File: config.mk
export PLATFORM = sky130hd
export DESIGN_NAME = alu_mc
export DESIGN_NICKNAME = d
export VERILOG_FILES = /design/src/rtl/alu_mc.sv
export SDC_FILE = /design/constraint.sdc
export NUM_CORES = 1
export LEC_CHECK = 0
export BUFFER_PORTS_ARGS = -buffer_cell sky130_fd_sc_hd__buf_2
export CORE_ASPECT_RATIO = 2
export CORE_UTILIZATION = 40
export CTS_CLUSTER_SIZE = 8
export DETAILED_ROUTE_END_ITERATION = 8
export PLACE_DENSITY = 0.6
export SLEW_MARGIN = 20
export SYNTH_ARGS = -nofsm -noshare
export SYNTH_HDL_FRONTEND = slang
export SYNTH_SLANG_ARGS = --single-unit
export TNS_END_PERCENT = 20
File: constraint.sdc
create_clock -name clk -period 11.3 [get_ports clk]
set_input_delay 0.565 -clock clk [delete_from_list [all_inputs] [get_ports clk]]
set_output_delay 0.565 -clock clk [all_outputs]
set_load 0.01 [all_outputs]
File: src/rtl/alu_mc.sv
// Multi-cycle ALU: 16 opcodes, registered result and class/carry/div0 flags.
// Latency 1 for all ops except divide (B!=0), which takes WIDTH+1 cycles.
// Result holds while out_valid && !out_ready; in_ready drops during divide or when the output is stalled.
module alu_mc #(
    parameter int WIDTH = 8
) (
    input  logic             clk,
    input  logic             rst_n,
    input  logic             in_valid,
    output logic             in_ready,
    input  logic [WIDTH-1:0] A,
    input  logic [WIDTH-1:0] B,
    input  logic [3:0]       ALU_FUN,
    output logic             out_valid,
    input  logic             out_ready,
    output logic [WIDTH-1:0] ALU_OUT,
    output logic             Arith_Flag,
    output logic             Logic_Flag,
    output logic             CMP_Flag,
    output logic             Shift_Flag,
    output logic             Carry_Flag,
    output logic             Div0_Flag
);
    localparam int CW = $clog2(WIDTH);

    typedef enum logic {IDLE, DIV} state_t;

    state_t           state_q, state_d;
    logic [CW-1:0]    cnt_q, cnt_d;
    logic [WIDTH-1:0] quo_q, quo_d;
    logic [WIDTH-1:0] rem_q, rem_d;
    logic [WIDTH-1:0] dvs_q, dvs_d;
    logic [WIDTH-1:0] out_q, out_d;
    logic             valid_q, valid_d;
    logic [5:0]       flags_q, flags_d;   // {arith, logic, cmp, shift, carry, div0}

    logic             accept;
    logic [WIDTH:0]   sum;
    logic [2*WIDTH-1:0] prod;
    logic [WIDTH-1:0] res;
    logic [5:0]       res_flags;
    logic [WIDTH:0]   rem_sh;
    logic [WIDTH:0]   diff;
    logic             q_bit;
    logic [WIDTH-1:0] rem_nxt;
    logic [WIDTH-1:0] quo_nxt;

    assign in_ready = rst_n && (state_q == IDLE) && (!valid_q || out_ready);
    assign accept   = in_valid && in_ready;

    always_comb begin
        sum       = {1'b0, A} + {1'b0, B};
        prod      = {{WIDTH{1'b0}}, A} * {{WIDTH{1'b0}}, B};
        res       = '0;
        res_flags = 6'b000000;
        case (ALU_FUN)
            4'd0:  begin res = sum[WIDTH-1:0];  res_flags = {5'b10000, 1'b0} | {4'b0000, sum[WIDTH], 1'b0}; end
            4'd1:  begin res = A - B;           res_flags = 6'b100000 | {4'b0000, (A < B), 1'b0}; end
            4'd2:  begin res = prod[WIDTH-1:0]; res_flags = 6'b100000 | {4'b0000, (|prod[2*WIDTH-1:WIDTH]), 1'b0}; end
            4'd3:  begin res = '1;              res_flags = 6'b100001; end
            4'd4:  begin res = A & B;           res_flags = 6'b010000; end
            4'd5:  begin res = A | B;           res_flags = 6'b010000; end
            4'd6:  begin res = ~(A & B);        res_flags = 6'b010000; end
            4'd7:  begin res = ~(A | B);        res_flags = 6'b010000; end
            4'd8:  begin res = A ^ B;           res_flags = 6'b010000; end
            4'd9:  begin res = ~(A ^ B);        res_flags = 6'b010000; end
            4'd10: begin res = (A == B) ? WIDTH'(1) : '0; res_flags = 6'b001000; end
            4'd11: begin res = (A > B)  ? WIDTH'(2) : '0; res_flags = 6'b001000; end
            4'd12: begin res = (A < B)  ? WIDTH'(3) : '0; res_flags = 6'b001000; end
            4'd13: begin res = A >> 1;          res_flags = 6'b000100; end
            4'd14: begin res = A << 1;          res_flags = 6'b000100; end
            default: begin res = '0;            res_flags = 6'b000000; end
        endcase
    end

    // Restoring divide step: shift the next dividend bit into the partial remainder and try a subtract.
    always_comb begin
        rem_sh  = {rem_q, quo_q[WIDTH-1]};
        diff    = rem_sh - {1'b0, dvs_q};
        q_bit   = !diff[WIDTH];
        rem_nxt = q_bit ? diff[WIDTH-1:0] : rem_sh[WIDTH-1:0];
        quo_nxt = {quo_q[WIDTH-2:0], q_bit};
    end

    always_comb begin
        state_d = state_q;
        cnt_d   = cnt_q;
        quo_d   = quo_q;
        rem_d   = rem_q;
        dvs_d   = dvs_q;
        out_d   = out_q;
        flags_d = flags_q;
        valid_d = valid_q;
        if (valid_q && out_ready) begin
            valid_d = 1'b0;
        end
        case (state_q)
            IDLE: begin
                if (accept) begin
                    if (ALU_FUN == 4'd3 && B != '0) begin
                        state_d = DIV;
                        cnt_d   = '0;
                        quo_d   = A;
                        rem_d   = '0;
                        dvs_d   = B;
                    end else begin
                        out_d   = res;
                        flags_d = res_flags;
                        valid_d = 1'b1;
                    end
                end
            end
            DIV: begin
                quo_d = quo_nxt;
                rem_d = rem_nxt;
                cnt_d = cnt_q + 1'b1;
                if (cnt_q == CW'(WIDTH - 1)) begin
                    state_d = IDLE;
                    out_d   = quo_nxt;
                    flags_d = 6'b100000;
                    valid_d = 1'b1;
                end
            end
            default: state_d = IDLE;
        endcase
    end

    always_ff @(posedge clk) begin
        if (!rst_n) begin
            state_q <= IDLE;
            cnt_q   <= '0;
            quo_q   <= '0;
            rem_q   <= '0;
            dvs_q   <= '0;
            out_q   <= '0;
            flags_q <= '0;
            valid_q <= 1'b0;
        end else begin
            state_q <= state_d;
            cnt_q   <= cnt_d;
            quo_q   <= quo_d;
            rem_q   <= rem_d;
            dvs_q   <= dvs_d;
            out_q   <= out_d;
            flags_q <= flags_d;
            valid_q <= valid_d;
        end
    end

    assign out_valid  = valid_q;
    assign ALU_OUT    = out_q;
    assign Arith_Flag = flags_q[5];
    assign Logic_Flag = flags_q[4];
    assign CMP_Flag   = flags_q[3];
    assign Shift_Flag = flags_q[2];
    assign Carry_Flag = flags_q[1];
    assign Div0_Flag  = flags_q[0];
endmodule

* After elaboration in Yosys (flattened, before gate mapping)
Index checks and enable logic that the tools add are counted.
Cells by class: $add $sub $neg 4, multipliers 1, order comparisons 2, equal/unequal tests 20, mux-type cells 32, bitwise logic cells 7, reductions and logical operators 17
Operators with widths (count):
- 8-bit one-hot mux with 15 select lines | 1
- 8-bit 2-to-1 mux | 8
- 8-bit one-hot mux with 2 select lines | 3
- 6-bit one-hot mux with 7 select lines | 1
- 4-bit == test (second input constant) | 7
- 8-bit inverter | 3
- 6-bit 2-to-1 mux | 3
- 4-bit by 3-bit == test with 1-bit output (second input constant) | 4
- 8-bit by 8-bit multiplier with 16-bit output | 1
- 6-bit one-hot mux with 2 select lines | 1
- 8-bit by 8-bit adder with 9-bit output | 1
- 9-bit by 8-bit subtractor with 9-bit output | 1
- 8-bit bitwise AND | 1
- 4-bit by 2-bit == test with 1-bit output (second input constant) | 2
- 8-bit == test | 1
- 8-bit greater-than comparator | 1
- 8-bit < comparator | 1
- 1-bit 2-to-1 mux | 8
- 8-bit bitwise OR | 1
- 8-bit nonzero test | 1
- 8-bit OR reduction | 1
- 8-bit subtractor | 1
- 8-bit XOR | 1
- 3-bit 2-to-1 mux | 2
- other kinds (18) | 28
Storage, ports and cells: flip-flop bits (word level) 43, bits of input ports 24, output and inout bits 16, word-level logic and storage cells 91

* Logic depth before layout (Yosys ltp)
Gate-level depths: netlist of run 1.
depth after elaboration 6, depth in mapped cells 17, mapped depth without buffers 17

* Worst setup path after synthesis of run 1
No wires, ideal clock.
path type input to register, from in B[4], to reg flags_q[1], library setup time 0.091 ns, data arrival time 4.390 ns, data required time 11.209 ns, path slack 6.819 ns, stages on the path 17, path buffers 0, cell sequence inv_1 > nor2_1 > fa_1 > inv_1 > fa_1 > inv_1 > fa_1 > inv_1 > fa_1 > inv_1 > ha_1 > nand4_1 > o21ai_0 > o41ai_1 > mux2i_1 > nor3_1 > a311oi_1
On the way: word-level cells in the longest chain between the ends 6, elaborated cells on any way between the ends 12, classes of those cells add/sub (1); mul (1); order compare (1); eq/ne (1); mux (4); reduce/logical (4)
Ends and longest elaborated chain:
- start, declared | line 12 | input logic [WIDTH-1:0] B,
- 8-bit by 8-bit multiplier with 16-bit output | line 53 | prod = {{WIDTH{1'b0}}, A} * {{WIDTH{1'b0}}, B};
- 8-bit OR reduction | line 59 | 4'd2: begin res = prod[WIDTH-1:0]; res_flags = 6'b100000 | {4'b0000, (|prod[2*WIDTH-1:WIDTH]), 1'b0}; end
- 6-bit one-hot mux with 7 select lines | line 56 | case (ALU_FUN)
- 6-bit 2-to-1 mux | line 100 | if (ALU_FUN == 4'd3 && B != '0) begin
- 6-bit 2-to-1 mux | line 99 | if (accept) begin
- 6-bit one-hot mux with 2 select lines | line 97 | case (state_q)
- end signal, assigned | line 145 | flags_q <= flags_d;
- end, declared | line 35 | logic [5:0] flags_q, flags_d;
Several ways; a longest one is shown, not always the timed one. The select of a mux whose other input is x is not followed. A chain may end at the register's enable or synchronous reset.

* Worst setup path after layout of run 1
from in A[3], to reg flags_q[1]
On the way: word-level cells in the longest chain between the ends 6, elaborated cells on any way between the ends 8, classes of those cells add/sub (1); mul (1); order compare (1); mux (4); reduce/logical (1)
Ends and longest elaborated chain:
- start, declared | line 11 | input logic [WIDTH-1:0] A,
- 8-bit by 8-bit multiplier with 16-bit output | line 53
- 8-bit OR reduction | line 59
- 6-bit one-hot mux with 7 select lines * | line 56
- 6-bit 2-to-1 mux * | line 100
- 6-bit 2-to-1 mux * | line 99
- 6-bit one-hot mux with 2 select lines * | line 97
Mark *: on every way between the ends. The rest lies on a longest branch, timed or not. The select of a mux whose other input is x is not followed.

==> out/metrics.cfg, run 1 <==
[synthesis]
synth-seq-cells=43
avgSynthCellArea_um2=7.72
synth-simple-area-share=0.192
synthArstFlopShare=0
syn_nets=882
yosysSeqAreaShare=0.149
synth_top_family_by_area=adder cells
netlist_area_um2=5780
netlist_instances=749
synthFlopType=dfxtp_1
synthAdderAreaFrac=0.287
synthMuxAreaShare=0.0294
synth_edf_count=0
yosysUniqueCellTypes=67
synth_warnings=0
synth_xor_area_frac=0.0301
synth_compound_area_frac=0.230

[clock_network]
clk_latency_ps=290
ctsHoldBuffers=0
cts-root-buf=clkbuf_16
clock_path_buffers=2
cts_made_buffers=5
cts_max_level=2
cts.sinks=43
post_cts_resized=0
clkTransAtPathRegs_ps=70
cts_setup_buffers=0
cts_tree=yes

[sta]
maxSlewViolCount=0
max_clock_freq_mhz=206
hold_viol_final=0
rsz0062_at_grt=false
max-slew-margin-rel=0.302
finalSetupViolCount=0
finalHoldWorstSlack_ps=478
setup_tns_ps=0
worst_pin_slew_ps=1040
fin_crit_ps=4850
finalClockSkew_ps=6.17
fin_crit_sh=0.429

[floorplanning]
core_area_um2=14000
io_pins=40
die_y_um=172
floorplan.initialDensity=0.414
fp.dieArea_um2=15000
die_x_um=87.0
rows=61

[drt]
drt_first_pass_iters=8
detail-route-antenna-nets=0
vias_per_cell=5.85
vias=5609
drt_wl_total_um=19700
first_iter_violations=327
wl_per_cell_um=20.6
drc=0

[power]
vdd_drop_max_uv=101
power_density_nw_per_um2=116
p_leak_uw=0.00281

[final_layout]
drive_gt1_frac=0.0831
area_growth_pct=8.24
seqCellArea_um2=861
final_cell_mix=91 x inv_1, 85 x nor2_1, 76 x nand2_1
multi_input_area_um2=4440
fill_cells=1466
final_nets=902
diodes=0
final_common_cell=inv_1
fin_util=0.448
fin_cells=959

[setup_path]
critical_path_class=input pin to flop
slowest_stage=fa_1
required_ps=11500
crit_chain=buf_2, ha_1, inv_1, fa_1, inv_1, ha_1, inv_1, fa_1, fa_1, inv_1, ha_1, o211ai_1, nand2_1, a311oi_2, xnor2_1, and3_1, a311oi_1
critical_path.most_common_cell=inv_1
start_kind=input pin
r2r_slack_ps=8380
critPathCaptureType=flop
cp_max_fo=7
critPathMaxStageDelay_ps=540
cp.arrival_ps=5050

[grt]
first_global_vias=5795
grt_pass1_wl_um=31000
overflow=0
antenna_found_initial=0
grt_max_degree=42
grtUsageTotal=0.277

[placement]
hpwl_um=16000
gp_congestion=0.970
port_buffers=39
dp_cells=951

[worst_hold_path]
hp-class=flop to flop

[status]
status=complete, no violations

[job]
cap_violations=0

routing by layer:
layer	wire, um	part of all wire	track usage	vias up
li1	-	-	-	2629
met1	7130	0.36	0.289	2715
met2	10500	0.53	0.510	188
met3	616	0.031	0.0167	77
met4	1520	0.077	0.206	0
met5	0	0	0	-
cells in the mapped netlist, types with 6 or more instances:
master	number	area share
a31oi_1	21	0.023
o22ai_1	9	0.0097
inv_1	91	0.059
o21ai_0	33	0.029
a22oi_1	12	0.016
mux2i_1	17	0.029
nand2_1	76	0.049
dfxtp_1	43	0.15
nor2b_1	13	0.014
a211oi_1	9	0.012
xnor2_1	16	0.024
nand2b_1	11	0.012
a21o_1	8	0.010
o21bai_1	6	0.0078
clkbuf_1	17	0.011
a221oi_1	6	0.0091
ha_1	70	0.15
nor3_1	13	0.011
nor2_1	85	0.055
a21oi_1	44	0.038
fa_1	39	0.14
nand3_1	17	0.015
o21a_1	8	0.010
state kept, by name, indices dropped and copies added, names as in the netlist:
register / count
out_valid: 1
ALU_OUT: 8
rem_q: 8
flags_q: 6
cnt_q: 3
state_q: 1
quo_q: 8
dvs_q: 8
where the power goes:
group	switching [uW]	leakage [uW]	internal [uW]
registers	2.62	0.000348	156
logic	256	0.00240	161
clock network	67.8	0.0000664	82.8
total	326	0.00281	399
path summary, 6_finish.rpt:
kind,startpoint,end,cells after the start
setup / recovery,A[3],flags_q[1],17
hold / removal,quo_q[6],quo_q[6],2
setup reg to reg,quo_q[7],ALU_OUT[0],10
hold reg to reg,quo_q[6],quo_q[6],2
through the flow:
| step | worst slack, ps | cell area (um2) | power (uW) |
|---|---|---|---|
| floorplan | 6820 | 5780 | 460 |
| global placement | 6260 | 6110 | 562 |
| detailed placement | 6120 | 6110 | 575 |
| CTS | 6390 | 6260 | 730 |
| global route | 6210 | 6260 | 781 |
| finish | 6450 | 6260 | 725 |
worst max-delay path: cells and delay by family:
kind | cells | cell delay (ps)
xor gates and xnor gates | 1 | 110
buffers and inverters | 5 | 390
and+or+nand+nor | 2 | 370
AOI/OAI and AO/OA | 3 | 1060
adders and majority gates | 6 | 2540
layout make-up:
class | instances | share of cell area
clock buffer | 5 | 0.0200
clock inverter | 3 | 0.00380
inverter | 95 | 0.0570
multi-input combinational | 582 | 0.709
sequential | 43 | 0.138
tap | 189 | 0.0378
timing repair buffer | 42 | 0.0348
cell families (layout without fill, tap and decap cells):
kind of cell | Yosys count | after routing
and+or+nand+nor | 241 | 241
DFF | 43 | 43
muxes | 17 | 17
AOI/OAI and AO/OA | 196 | 196
adders and majority gates | 109 | 109
buffers and inverters | 124 | 145
xor gates and xnor gates | 19 | 19
(Power assumes the default switching activity.)
==> run 2, diff against run 1 <==
--- a/config.mk
+++ b/config.mk
@@ -10,7 +10,7 @@
 export CORE_UTILIZATION = 40
 export CTS_CLUSTER_SIZE = 8
 export DETAILED_ROUTE_END_ITERATION = 8
-export PLACE_DENSITY = 0.6
+export PLACE_DENSITY = 0.62
 export SLEW_MARGIN = 20
 export SYNTH_ARGS = -nofsm -noshare
 export SYNTH_HDL_FRONTEND = slang
==> constraint.sdc (replaced) <==
create_clock -name clk -period 4.4 [get_ports clk]
set_input_delay 0.22 -clock clk [delete_from_list [all_inputs] [get_ports clk]]
set_output_delay 0.22 -clock clk [all_outputs]
set_load 0.01 [all_outputs]
==> run 2 against run 1 <==
Net effect:
- sequential share of layout area down 0.67 points
- critical path depth grew 2
- die area did not move
- worst setup slack got worse by 6200 ps
- combinational power grew to 2.7 times the previous value
- global-route usage down 1.2 points
- final area is 5.1% higher
- first-iteration DRC count up 45%
- via count rose by 1.0%
- clock skew is essentially flat
- hold slack got worse by 220 ps
- largest cell class unchanged
==> out/metrics.cfg, run 2 (same netlist as run 1, synthesis figures left out) <==
[status]
status=complete, no violations

[power]
power_density_nw_per_um2=301  ; +160%
vdd_drop_max_uv=274  ; +170%
p_leak_uw=0.00302  ; +7.5%
p_total_uw=1980  ; +170%

[setup_path]
cp-endpoint=flags_q[1]
rr_endpoint=ALU_OUT[0]
rr_startpoint=quo_q[7]
cp.arrival_ps=4340  ; -710 ps
r2r_slack_ps=1710  ; -6670 ps
start_kind=input pin
cp-startpoint=B[4]
required_ps=4600  ; -6900 ps
cp_max_fo=3  ; -4
critical_path_class=input pin to flop
critPathCaptureType=flop
rr_worst_depth=10  ; unchanged

[drt]
first_iter_violations=474  ; +45%
wl_per_cell_um=18.8  ; -8.6%
detail-route-antenna-nets=0  ; unchanged
vias_per_cell=5.67  ; -3.0%
drt_wl_total_um=18800  ; -4.8%
drc=0  ; unchanged
vias=5667  ; +1.0%
drt_first_pass_iters=5  ; -3

[final_layout]
final_cell_mix=91 x inv_1, 85 x nor2_1, 76 x nand2_1
final_nets=942  ; +4.4%
area_growth_pct=13.8
fill_cells=1442  ; -1.6%
drive_gt1_frac=0.128  ; +0.0453
fin_cells=999  ; +4.2%
diodes=0  ; unchanged
finalInstanceArea_um2=6580  ; +5.1%
final_common_cell=inv_1

[sta]
fin_ws_ps=265  ; -6190 ps
fin_crit_ps=4130
fin_crit_sh=0.940
finalSetupViolCount=0  ; unchanged
max_clock_freq_mhz=242
finalClockSkew_ps=5.97  ; -0.197 ps
hold_viol_final=0  ; unchanged
rsz0062_at_grt=false
worst_pin_slew_ps=1060  ; +20.6 ps
setup_tns_ps=0  ; unchanged
max-slew-margin-rel=0.288  ; -0.0138
maxSlewViolCount=0  ; unchanged

[floorplanning]
die_x_um=87.0  ; unchanged
die_y_um=172  ; unchanged
rows=61  ; unchanged
floorplan.initialDensity=0.414  ; unchanged
fp.dieArea_um2=15000  ; unchanged
core_area_um2=14000  ; unchanged
io_pins=40  ; unchanged

[clock_network]
cts_tree=yes
ctsHoldBuffers=0  ; unchanged
clock_path_buffers=2  ; unchanged
clkTransAtPathRegs_ps=70  ; about the same
cts-root-buf=clkbuf_16
cts_made_buffers=5  ; unchanged
cts_setup_buffers=0  ; unchanged
cts_max_level=2  ; unchanged
post_cts_resized=0  ; unchanged
cts.sinks=43  ; unchanged
clk_latency_ps=290  ; about the same

[grt]
grtUsageTotal=0.265  ; -0.0116
grt_max_degree=40  ; -4.8%
overflow=0  ; unchanged
grt_pass1_wl_um=29800  ; -3.8%
antenna_found_initial=0  ; unchanged
first_global_vias=5706  ; -1.5%

[placement]
placed_cell_area_um2=6410  ; +4.9%
port_buffers=39  ; unchanged
place_ws_ps=-18.0  ; -6140 ps
gp_congestion=0.971  ; about the same
hpwl_um=15200  ; -4.8%
dp_cells=991  ; +4.2%

[job]
cap_violations=0  ; unchanged

[worst_hold_path]
hp-class=input pin to flop

==> run 2: cell count changes in the layout (fill, tap and decap cells not counted), sizes merged <==
| cell | change |
|---|---|
| buf | +40 |
| clkinv | +2 |
| clkinvlp | -2 |
| bufinv | +1 |
| inv | -1 |
==> run 2: cell type report <==
| cell class | count | area, um2 | area share |
|---|---|---|---|
| Sequential cell | 43 | 861 | 0.131 |
| Clock inverter | 3 | 43.8 | 0.00666 |
| Clock buffer | 5 | 125 | 0.0190 |
| Inverter | 95 | 357 | 0.0542 |
| Tap cell | 189 | 236 | 0.0359 |
| Timing Repair Buffer | 82 | 518 | 0.0787 |
| Multi-Input combinational cell | 582 | 4440 | 0.675 |
==> run 2: metal layers <==
layer / vias up / routed length [um] / global-route usage
li1: 2714 / - / -
met1: 2691 / 6690 / 0.277
met2: 202 / 10100 / 0.496
met3: 60 / 678 / 0.0186
met4: 0 / 1320 / 0.178
met5: - / 0 / 0
==> run 2: worst min path at each step <==
stage                           from    endpoint  slack [ps]  cells after the start
after floorplan                 B[2]    dvs_q[2]         370                      2
after global placement    flags_q[0]  flags_q[0]         460                      2
after detailed placement  flags_q[0]  flags_q[0]         460                      2
after CTS                      rst_n  ALU_OUT[5]         250                      2
after global routing           rst_n  ALU_OUT[5]         250                      2
final                          rst_n  ALU_OUT[5]         260                      2
==> run 2: report_power, final <==
group	internal, uW	switching [uW]	total, uW
registers	399	6.89	406
clock network	268	166	434
logic	482	660	1140
==> run 2: through the flow <==
step,util,hold slack [ps]
2_1_floorplan,-,367
3_3_place_gp,0.459,460
3_5_place_dp,0.459,459
4_1_cts,0.471,248
5_1_grt,0.471,255
6_report,0.471,256
==> run 2: worst max-delay path, cell delays in order <==
cell	delay, ps
buf_2	130
inv_1	70
nor2_1	60
fa_1	540
inv_1	50
fa_1	490
inv_1	60
fa_1	540
inv_1	60
fa_1	520
inv_1	40
ha_1	320
nand4_1	100
o21ai_0	160
o41ai_1	280
buf_4	180
mux2i_1	190
nor3_1	80
a311oi_1	250
==> run 3, diff against run 2 <==
--- a/config.mk
+++ b/config.mk
@@ -5,12 +5,14 @@
 export SDC_FILE = /design/constraint.sdc
 export NUM_CORES = 1
 export LEC_CHECK = 0
+export ABC_AREA = 1
 export BUFFER_PORTS_ARGS = -buffer_cell sky130_fd_sc_hd__buf_2
 export CORE_ASPECT_RATIO = 2
 export CORE_UTILIZATION = 40
 export CTS_CLUSTER_SIZE = 8
 export DETAILED_ROUTE_END_ITERATION = 8
 export PLACE_DENSITY = 0.62
+export SETUP_SLACK_MARGIN = 0.1
 export SLEW_MARGIN = 20
 export SYNTH_ARGS = -nofsm -noshare
 export SYNTH_HDL_FRONTEND = slang
==> run 3 against run 2 <==
Net effect:
- non-clock buffer count is 14 lower
- global-route usage decreased by 0.88 points
- combinational power rose by 14%
- first-iteration DRC count down 42%
- sequential cell count unchanged
- maximum frequency rose by 2.2%
- final cell count is 18% higher
- area after synthesis increased by 6.8%
- worst setup slack better by 90 ps
- die area is 6.7% higher
- sequential power is essentially flat
- utilization shrank 1.8 points
==> out/metrics.cfg, run 3 <==
[status]
status=complete, no violations

[sta]
max_clock_freq_mhz=247  ; +2.2%
finalClockSkew_ps=6.93  ; +0.961 ps
rsz0062_at_grt=false
finalSetupViolCount=0  ; unchanged
fin_crit_ps=4040  ; -90.4 ps
worst_pin_slew_ps=715  ; -349 ps
hold_viol_final=0  ; unchanged
max-slew-margin-rel=0.521  ; +0.233
fin_ws_ps=356  ; +90.4 ps
maxSlewViolCount=0  ; unchanged
setup_tns_ps=0  ; unchanged
fin_crit_sh=0.919  ; -0.0205

[setup_path]
rr_startpoint=quo_q[7]
start_kind=input pin
rr_endpoint=rem_q[6]
cp.arrival_ps=4200  ; -140 ps
critical_path.most_common_cell=nand2_1
cp-startpoint=B[4]
crit_buf_inv=7  ; unchanged
slowest_stage=fa_1
cp_max_fo=9  ; +6
r2r_slack_ps=1980  ; +270 ps
crit_family=adder cells
rr_worst_depth=10  ; unchanged
critPathMaxStageDelay_ps=540  ; about the same
critPathCaptureType=flop
required_ps=4550  ; -50 ps
critical_path_class=input pin to flop

[synthesis]
ys_top_cells_by_count=262 x nand2_1, 189 x inv_1, 70 x ha_1
synthArstFlopShare=0  ; unchanged
synth_warnings=0  ; unchanged
synth-seq-cells=43  ; unchanged
avgSynthCellArea_um2=6.58  ; -15%
synthFlopType=dfxtp_1
synth_top_cell_area_share=0.159  ; +0.00779
synth_edf_count=0  ; unchanged
syn_nets=1072  ; +22%
yosysUniqueCellTypes=48  ; -28%
netlist_area_um2=6170  ; +6.8%
synth.most_common_cell=nand2_1
yosysSeqAreaShare=0.139  ; -0.00947
synthTopCellsByArea=nand2_1 16%, ha_1 14%, dfxtp_1 14%
netlist_instances=939  ; +25%
synth_area_leader_cell=nand2_1

[drt]
drc=0  ; unchanged
wl_per_cell_um=16.9  ; -10%
first_iter_violations=276  ; -42%
drt_first_pass_iters=7  ; +2
detail-route-antenna-nets=0  ; unchanged
vias=6083  ; +7.3%
vias_per_cell=5.17  ; -8.8%
drt_wl_total_um=19800  ; +5.5%

[placement]
dp_cells=1168  ; +18%
hpwl_um=16700  ; +9.6%
port_buffers=39  ; unchanged
place_ws_ps=-39.7  ; -21.7 ps
gp_congestion=0.965  ; -0.57%

[clock_network]
clkTransAtPathRegs_ps=60  ; about the same
ctsHoldBuffers=0  ; unchanged
post_cts_resized=0  ; unchanged
clock_path_buffers=2  ; unchanged
cts_setup_buffers=0  ; unchanged
cts.sinks=43  ; unchanged
cts_made_buffers=5  ; unchanged
clk_latency_ps=290  ; about the same
cts-root-buf=clkbuf_16
cts_max_level=2  ; unchanged
cts_tree=yes

[final_layout]
area_growth_pct=9.99
final_nets=1113  ; +18%
drive_gt1_frac=0.123  ; -0.00505
fin_cells=1176  ; +18%
final_common_cell=nand2_1
final_cell_mix=259 x nand2_1, 189 x inv_1, 67 x ha_1
diodes=0  ; unchanged

[grt]
grt_max_degree=33  ; -18%
overflow=0  ; unchanged
antenna_found_initial=0  ; unchanged
grtUsageTotal=0.257  ; -0.00880
grt_pass1_wl_um=31500  ; +5.6%
first_global_vias=6398  ; +12%

[floorplanning]
die_x_um=89.9  ; +3.3%
fp.dieArea_um2=16000  ; +6.7%
die_y_um=178  ; +3.3%
core_area_um2=15000  ; +7.2%
floorplan.initialDensity=0.412  ; -0.00168
rows=63  ; +3.3%
io_pins=40  ; unchanged

[power]
p_total_uw=2070  ; +4.5%
vdd_drop_max_uv=252  ; -8.0%
power_density_nw_per_um2=305  ; +1.3%
p_leak_uw=0.00376  ; +24%

[worst_hold_path]
min_to=flags_q[5]
hp-class=input pin to flop
whs_path_depth=3  ; +1
hold_start=rst_n

[job]
cap_violations=0  ; unchanged

[run 3: cells by family after synthesis]
logic type	share of synthesized area
simple gates	0.275
fa+ha+maj	0.268
compound gates	0.141
buf+inv	0.164
flops	0.139
xor+xnor	0.0128
[run 3: worst max-delay path by stage]
| stage | slack (ps) | end | depth (start not counted) |
|---|---|---|---|
| after global routing | 110 | flags_q[1] | 22 |
| after global placement | -10 | flags_q[1] | 20 |
| after CTS | 250 | flags_q[1] | 20 |
| after detailed placement | -40 | flags_q[1] | 20 |
| after floorplan | 360 | flags_q[1] | 24 |
| final | 360 | flags_q[1] | 26 |
[run 3: layout make-up]
| cell class | instances | area, um2 |
|---|---|---|
| Clock inverter | 2 | 12.5 |
| Fill cell | 1647 | 8190 |
| Tap cell | 195 | 244 |
| Clock buffer | 6 | 129 |
| Sequential cell | 43 | 861 |
| Inverter | 203 | 796 |
| Timing Repair Buffer | 68 | 413 |
| Multi-Input combinational cell | 659 | 4340 |
[run 3: worst reg2reg max path, delay by kind of cell, from the launching register on]
kind                       cells  cell delay (ps)
AOI/OAI and AO/OA              2              350
adders and majority gates      2              640
buffers and inverters          1               60
DFF                            1              380
and+or+nand+nor                5              850
[run 3: power by group]
part	switching, uW	internal (uW)	leakage, uW
Sequential	5.51	398	0.000348
Clock	155	209	0.0000669
Combinational	806	497	0.00334
[run 3: routing by layer]
layer	up-vias	track usage	wire length, um
met2	164	0.533	11400
met1	2809	0.210	6240
met3	94	0.0210	485
met5	-	0	0
met4	0	0.218	1650
li1	3016	-	-
[run 3: metrics by stage]
stage	cell area (um2)	utilization	hold WS, ps
floorplan	6170	-	358
global placement	6620	0.442	452
detailed placement	6620	0.442	454
CTS	6760	0.451	303
global route	6790	0.453	309
finish	6790	0.453	301
